$ cat src/rtl/barcode_pkg.sv
// Shared definitions for the payment barcode path (reader and generator side).
package barcode_pkg;

  localparam int unsigned ID_DIGIT_SUM  = 54;
  localparam logic [2:0]  START_PATTERN = 3'b101;
  localparam int          VALUE_W       = 5;

  localparam logic [1:0] HUNT   = 2'd0;
  localparam logic [1:0] DATA   = 2'd1;
  localparam logic [1:0] PARITY = 2'd2;
  localparam logic [1:0] STOP   = 2'd3;

  // P is 1 when (ID digit sum + decimal digit sum of value) is odd.
  function automatic logic expected_p(input logic [VALUE_W-1:0] value);
    logic [31:0] v;
    logic [31:0] sum;
    v   = 32'(value);
    sum = ID_DIGIT_SUM + (v / 32'd10) + (v % 32'd10);
    return (sum % 32'd2) == 32'd1;
  endfunction

  function automatic logic value_legal(input logic [VALUE_W-1:0] value);
    logic ok;
    case (value)
      5'd0, 5'd2, 5'd4, 5'd6, 5'd8, 5'd10, 5'd12,
      5'd14, 5'd16, 5'd20, 5'd24, 5'd28: ok = 1'b1;
      default:                           ok = 1'b0;
    endcase
    return ok;
  endfunction

endpackage

$ cat src/rtl/barcode_if.sv
// Serial sample input and decoded-frame status bundle of the barcode reader.
interface barcode_if;
  import barcode_pkg::*;

  logic               barBit;
  logic               barValid;
  logic [VALUE_W-1:0] valueOut;
  logic               frameDone;
  logic               codeOk;
  logic               parityError;
  logic               frameError;
  logic               busy;

  modport master (
    output barBit, barValid,
    input  valueOut, frameDone, codeOk, parityError, frameError, busy
  );

  modport slave (
    input  barBit, barValid,
    output valueOut, frameDone, codeOk, parityError, frameError, busy
  );

endinterface

$ cat src/rtl/barcode_check.sv
// Combinational check-bit and legality evaluation of a received value.
module barcode_check
  import barcode_pkg::*;
(
  input  logic [VALUE_W-1:0] value,
  output logic               expectedP,
  output logic               legal
);

  assign expectedP = expected_p(value);
  assign legal     = value_legal(value);

endmodule

$ cat src/rtl/barcode_reader.sv
// Barcode frame receiver: start-marker hunt, value/P/stop capture, status
// evaluation and inter-sample timeout.
module barcode_reader
  import barcode_pkg::*;
#(
  parameter int unsigned TIMEOUT_CYCLES = 255
) (
  input  logic     clk,
  input  logic     rst_n,
  barcode_if.slave bus
);

  localparam logic [15:0] TIMEOUT_LIMIT = 16'(TIMEOUT_CYCLES);

  logic [1:0]         state_q, state_d;
  logic [2:0]         hist_q, hist_d;
  logic [2:0]         bit_cnt_q, bit_cnt_d;
  logic [VALUE_W-1:0] shift_q, shift_d;
  logic               rx_p_q, rx_p_d;
  logic [15:0]        gap_q, gap_d;
  logic [VALUE_W-1:0] value_q, value_d;
  logic               frame_done_q, frame_done_d;
  logic               code_ok_q, code_ok_d;
  logic               parity_error_q, parity_error_d;
  logic               frame_error_q, frame_error_d;

  logic               expected_p_bit;
  logic               legal;
  logic [2:0]         hist_shift;
  logic               timeout;

  barcode_check u_check (
    .value     (shift_q),
    .expectedP (expected_p_bit),
    .legal     (legal)
  );

  assign hist_shift = {hist_q[1:0], bus.barBit};
  // A sample arriving on the would-be timeout cycle wins over the timeout.
  assign timeout = (state_q != HUNT) && !bus.barValid && ((gap_q + 16'd1) == TIMEOUT_LIMIT);

  always_comb begin
    state_d        = state_q;
    hist_d         = 3'b000;
    bit_cnt_d      = bit_cnt_q;
    shift_d        = shift_q;
    rx_p_d         = rx_p_q;
    value_d        = value_q;
    frame_done_d   = 1'b0;
    code_ok_d      = code_ok_q;
    parity_error_d = parity_error_q;
    frame_error_d  = frame_error_q;

    if (state_q == HUNT || bus.barValid) begin
      gap_d = 16'd0;
    end else if (gap_q != 16'hFFFF) begin
      gap_d = gap_q + 16'd1;
    end else begin
      gap_d = gap_q;
    end

    case (state_q)
      HUNT: begin
        hist_d = hist_q;
        if (bus.barValid) begin
          if (hist_shift == START_PATTERN) begin
            state_d   = DATA;
            bit_cnt_d = 3'd0;
            hist_d    = 3'b000;
          end else begin
            hist_d = hist_shift;
          end
        end
      end
      DATA: begin
        if (bus.barValid) begin
          shift_d = {shift_q[VALUE_W-2:0], bus.barBit};
          if (bit_cnt_q == 3'd4) begin
            state_d = PARITY;
          end else begin
            bit_cnt_d = bit_cnt_q + 3'd1;
          end
        end
      end
      PARITY: begin
        if (bus.barValid) begin
          rx_p_d  = bus.barBit;
          state_d = STOP;
        end
      end
      STOP: begin
        if (bus.barValid) begin
          state_d        = HUNT;
          frame_done_d   = 1'b1;
          code_ok_d      = 1'b0;
          parity_error_d = 1'b0;
          frame_error_d  = 1'b0;
          if (bus.barBit || !legal) begin
            frame_error_d = 1'b1;
          end else if (rx_p_q != expected_p_bit) begin
            parity_error_d = 1'b1;
          end else begin
            code_ok_d = 1'b1;
            value_d   = shift_q;
          end
        end
      end
      default: state_d = HUNT;
    endcase

    if (timeout) begin
      state_d        = HUNT;
      frame_done_d   = 1'b1;
      code_ok_d      = 1'b0;
      parity_error_d = 1'b0;
      frame_error_d  = 1'b1;
    end
  end

  always_ff @(posedge clk or negedge rst_n) begin
    if (!rst_n) begin
      state_q        <= HUNT;
      hist_q         <= 3'b000;
      bit_cnt_q      <= 3'd0;
      shift_q        <= '0;
      rx_p_q         <= 1'b0;
      gap_q          <= 16'd0;
      value_q        <= '0;
      frame_done_q   <= 1'b0;
      code_ok_q      <= 1'b0;
      parity_error_q <= 1'b0;
      frame_error_q  <= 1'b0;
    end else begin
      state_q        <= state_d;
      hist_q         <= hist_d;
      bit_cnt_q      <= bit_cnt_d;
      shift_q        <= shift_d;
      rx_p_q         <= rx_p_d;
      gap_q          <= gap_d;
      value_q        <= value_d;
      frame_done_q   <= frame_done_d;
      code_ok_q      <= code_ok_d;
      parity_error_q <= parity_error_d;
      frame_error_q  <= frame_error_d;
    end
  end

  assign bus.valueOut    = value_q;
  assign bus.frameDone   = frame_done_q;
  assign bus.codeOk      = code_ok_q;
  assign bus.parityError = parity_error_q;
  assign bus.frameError  = frame_error_q;
  assign bus.busy        = (state_q != HUNT);

endmodule

$ cat src/flat_wrapper.sv
// flat-port wrapper written by rule: the top's interface ports become plain ports
module barcode_reader_flat import barcode_pkg::*;
#(
  parameter int unsigned TIMEOUT_CYCLES = 255
)
  (clk, rst_n, bus_barBit, bus_barValid, bus_valueOut, bus_frameDone, bus_codeOk, bus_parityError, bus_frameError, bus_busy);
  barcode_if bus_i ();
  input  logic clk;
  input  logic rst_n;
  input wire logic [$bits(bus_i.barBit)-1:0] bus_barBit;
  input wire logic [$bits(bus_i.barValid)-1:0] bus_barValid;
  output wire logic [$bits(bus_i.valueOut)-1:0] bus_valueOut;
  output wire logic [$bits(bus_i.frameDone)-1:0] bus_frameDone;
  output wire logic [$bits(bus_i.codeOk)-1:0] bus_codeOk;
  output wire logic [$bits(bus_i.parityError)-1:0] bus_parityError;
  output wire logic [$bits(bus_i.frameError)-1:0] bus_frameError;
  output wire logic [$bits(bus_i.busy)-1:0] bus_busy;
  assign bus_i.barBit = bus_barBit;
  assign bus_i.barValid = bus_barValid;
  assign bus_valueOut = bus_i.valueOut;
  assign bus_frameDone = bus_i.frameDone;
  assign bus_codeOk = bus_i.codeOk;
  assign bus_parityError = bus_i.parityError;
  assign bus_frameError = bus_i.frameError;
  assign bus_busy = bus_i.busy;
  barcode_reader #(.TIMEOUT_CYCLES(TIMEOUT_CYCLES)) u_core (.clk(clk), .rst_n(rst_n), .bus(bus_i));
endmodule
$ cat config.mk
export PLATFORM = sky130hd
export DESIGN_NAME = barcode_reader_flat
export DESIGN_NICKNAME = d
export VERILOG_FILES = /design/src/rtl/barcode_pkg.sv /design/src/rtl/barcode_if.sv /design/src/rtl/barcode_check.sv /design/src/rtl/barcode_reader.sv /design/src/flat_wrapper.sv
export SDC_FILE = /design/constraint.sdc
export NUM_CORES = 1
export LEC_CHECK = 0
export BUFFER_PORTS_ARGS = -buffer_cell sky130_fd_sc_hd__buf_4
export CORE_AREA = 2 2 62 64
export CTS_CLUSTER_DIAMETER = 40
export DETAILED_ROUTE_END_ITERATION = 16
export DIE_AREA = 0 0 64 66
export PLACE_DENSITY_LB_ADDON = 0.1
export SYNTH_ARGS = -nofsm -noshare
export SYNTH_HDL_FRONTEND = slang
export SYNTH_SLANG_ARGS = --single-unit
$ cat constraint.sdc
create_clock -name clk -period 2.8 [get_ports clk]
set_clock_uncertainty 0.05 [all_clocks]
set_input_delay 0.42 -clock clk [delete_from_list [all_inputs] [get_ports clk]]
set_output_delay 0.42 -clock clk [all_outputs]
set_load 0.005 [all_outputs]
==> results.yml <==
grt:
  grt_pass1_wl_mm: 6.57
  grt_pass1_vias: 1444
  grt_use_total: 0.210
  antenna_found_initial: 0
  overflow: 0
  grt_start_max_net_pins: 39
detailed_routing:
  drt_iter0_drc: 187
  ant_nets: 0
  routed_wirelength_mm: 3.94
  wl_met3_microns: 120
  vias_per_cell: 5.73
  wl_per_cell_microns: 14.6
  drt-met1-wl_mm: 1.58
  wl_met2_mm: 2.16
  drc: 0
  vias: 1547
  drtPass1Iterations: 4
  dr.max_layer_used: "met4"
timing:
  drv_slew: 0
  max_freq_mhz: 410
  min_period_over_period: 0.872
  hold_viol_final: 0
  rsz0062_at_grt: "false"
  finalSetupTns_ns: 0
  slew_headroom: 0.635
  tightestPinTransition_ns: 0.543
  setup_viol: 0
  period_minus_slack_ns: 2.44
worst_setup_path:
  required_ns: 3.02
  critPathKind: "reg2reg"
  slowest_delay_ns: 0.47
  start_kind: "flop"
  cp_cell_sequence: "ha_1 -> nand3_2 -> nor2_1 -> nand4_1 -> a2111o_1 -> o31a_1 -> a32o_1"
  critPathCaptureType: "flop"
  crit_arrival_ns: 2.66
  cp_slowest_cell: "a2111o_1"
  reg2reg_setup_slack_ns: 0.36
  cp_max_fo: 8
synth:
  synthDominantCellAreaShare: 0.465
  synth_top_area_cell: "dfrtp_1"
  synth_edf_count: 0
  synth_compound_area_frac: 0.116
  ys_types: 44
  async_reset_ff_frac: 1.00
  syn_area_sq_um: 2050
  syn_avg_cell_area_sq_um: 9.98
  yosysWarningCount: 0
  synth_area_leaders: "dfrtp_1, mux2_2, ha_1"
  synth_top_family_by_area: "simple AND/OR/NAND/NOR gates"
  synthSimpleGateAreaFrac: 0.182
  synthCells: 205
  synth-xor-area-share: 0.0728
  synth_flop_cell: "dfrtp_1"
  synth_nets: 218
  yosys-mux-area-fraction: 0.0758
  synthAdderAreaFrac: 0.0550
  ys_ff_latch: 38
  seq_area_frac_synth: 0.465
placement:
  hpwlAfterDp_mm: 2.81
  gp_congestion: 0.894
  dp.cells: 261
  port_buffers: 13
die:
  die_w_microns: 64
  start_util: 0.576
  die_h_microns: 66
  rows: 22
  core_area_sq_um: 3550
  dieArea_sq_um: 4220
  io_pins: 14
clock_tree:
  cts_root_buffer: "clkbuf_4"
  cts_hold_buffers: 1
  ctsHtreeMaxLevel: 2
  post_cts_resized: 0
  clk_pin_slew_ns: 0.13
  cts_tree: "yes"
  clock_latency_ns: 0.36
  cts_buffers: 5
  clkSinkCount: 38
  cts_setup_buffers: 0
  cts_buffer_depth: 2
finish:
  final_cells: 270
  nNetsFinal: 234
  drive_gt1_frac: 0.176
  syn2layout_area_growth_pct: 11.6
  insertedDiodeCount: 0
pwr:
  power.leakage_nw: 1.04
  power_density_nw_per_um2: 796
  ir_drop_mv: 0.541
min_path:
  hold_path.class: "in2reg"
status:
  status: "completed"
job:
  cap_violations: 0
==> cells in the final DEF, fill, tap and decap left out, types with 2 or more instances in the layout <==
cell type / netlist / routed
dfrtp_1: 38 / 38
nand2_1: 26 / 26
buf_4: 0 / 15
o21ai_0: 14 / 14
nor2_1: 12 / 12
mux2_2: 12 / 12
inv_1: 11 / 11
xnor2_1: 10 / 10
ha_1: 9 / 9
xor2_1: 7 / 7
nor3_1: 6 / 6
nand3_1: 6 / 6
nand4_1: 5 / 5
clkbuf_4: 0 / 5
nor4_1: 4 / 4
nor2b_1: 3 / 3
or2_2: 2 / 2
and2_1: 2 / 2
mux2i_1: 2 / 2
and3_1: 2 / 2
o31a_1: 2 / 2
a21oi_1: 2 / 2
a211oi_1: 2 / 2
clkinvlp_4: 0 / 2
==> synth_stat cells, types with 2 or more instances <==
library cell  instances
dfrtp_1              38
nand2_1              26
o21ai_0              14
mux2_2               12
nor2_1               12
inv_1                11
xnor2_1              10
ha_1                  9
xor2_1                7
nand3_1               6
nor3_1                6
clkbuf_1              5
nand4_1               5
nor4_1                4
nor2b_1               3
a211oi_1              2
a21oi_1               2
and2_1                2
and3_1                2
buf_2                 2
mux2i_1               2
o31a_1                2
or2_2                 2
==> cell families after synthesis <==
| group | count (synthesis) |
|---|---|
| AO/OA/AOI/OAI | 35 |
| XOR/XNOR | 17 |
| adder cells (fa/ha/maj) | 9 |
| buffers and inverters | 18 |
| flip-flops | 38 |
| multiplexers | 14 |
| AND/OR/NAND/NOR | 74 |
==> through the flow <==
step | area [sq um] | setup WS (ns) | util | power, mW | hold WS, ns
finish | 2280 | 0.359 | 0.643 | 1.82 | 0.269
global route | 2280 | 0.201 | 0.643 | 1.94 | 0.259
CTS | 2280 | 0.373 | 0.643 | 1.83 | 0.260
detailed placement | 2190 | 0.372 | 0.617 | 1.44 | 0.367
global placement | 2190 | 0.439 | 0.617 | 1.40 | 0.357
floorplan | 2050 | 0.586 | - | 1.22 | 0.0744
==> layer usage <==
layer | global-route usage | vias to the layer above
li1 | - | 748
met1 | 0.224 | 758
met2 | 0.382 | 34
met3 | 0.0630 | 7
met4 | 0.0924 | 0
met5 | 0 | -
==> cell type report <==
cell class,instances,area (sq um)
clock buffers,5,37.5
clock inverters,3,45.0
fillers,297,1270
inverters,11,41.3
multi-input cells,149,1020
flip-flops and latches,38,951
well taps,48,60.1
repair buffers,16,123
==> registers in the layout, indices dropped and copies added, names as in the netlist <==
signal                  cells
u_core.bus.frameDone        1
u_core.hist_q               2
u_core.shift_q              5
u_core.bus.frameError       1
u_core.gap_q               16
u_core.bit_cnt_q            3
u_core.bus.parityError      1
u_core.bus.codeOk           1
u_core.state_q              2
u_core.rx_p_q               1
u_core.bus.valueOut         5
==> where the power goes <==
| group | total, mW | switching, mW | internal, mW | leakage [nW] |
|---|---|---|---|---|
| clock network | 0.390 | 0.202 | 0.187 | 0.0374 |
| logic | 0.625 | 0.316 | 0.309 | 0.500 |
| registers | 0.802 | 0.121 | 0.681 | 0.507 |
| total | 1.82 | 0.639 | 1.18 | 1.04 |
==> worst paths after layout <==
kind                                                from                                  to  depth (start not counted)
setup / recovery             u_core.gap_q[1]$_DFFE_PN0P_  u_core.bus.parityError$_DFFE_PN0P_                          7
hold / removal                                bus_barBit           u_core.rx_p_q$_DFFE_PN0P_                          2
setup reg to reg             u_core.gap_q[1]$_DFFE_PN0P_  u_core.bus.parityError$_DFFE_PN0P_                          7
hold reg to reg            u_core.bus.codeOk$_DFFE_PN0P_       u_core.bus.codeOk$_DFFE_PN0P_                          1
max in group asynchronous                          rst_n         u_core.gap_q[9]$_DFFE_PN0P_                          2
min in group asynchronous                          rst_n     u_core.bit_cnt_q[2]$_DFFE_PN0P_                          2
==> worst max-delay path: cells and delay by family, from the launching register on <==
kind	cells	cell delay [ns]
flip-flops	1	0.45
adder cells (fa/ha/maj)	1	0.23
AO/OA/AOI/OAI	3	1.00
AND/OR/NAND/NOR	3	0.63
Note: power is estimated with default switching activity, not from simulation.
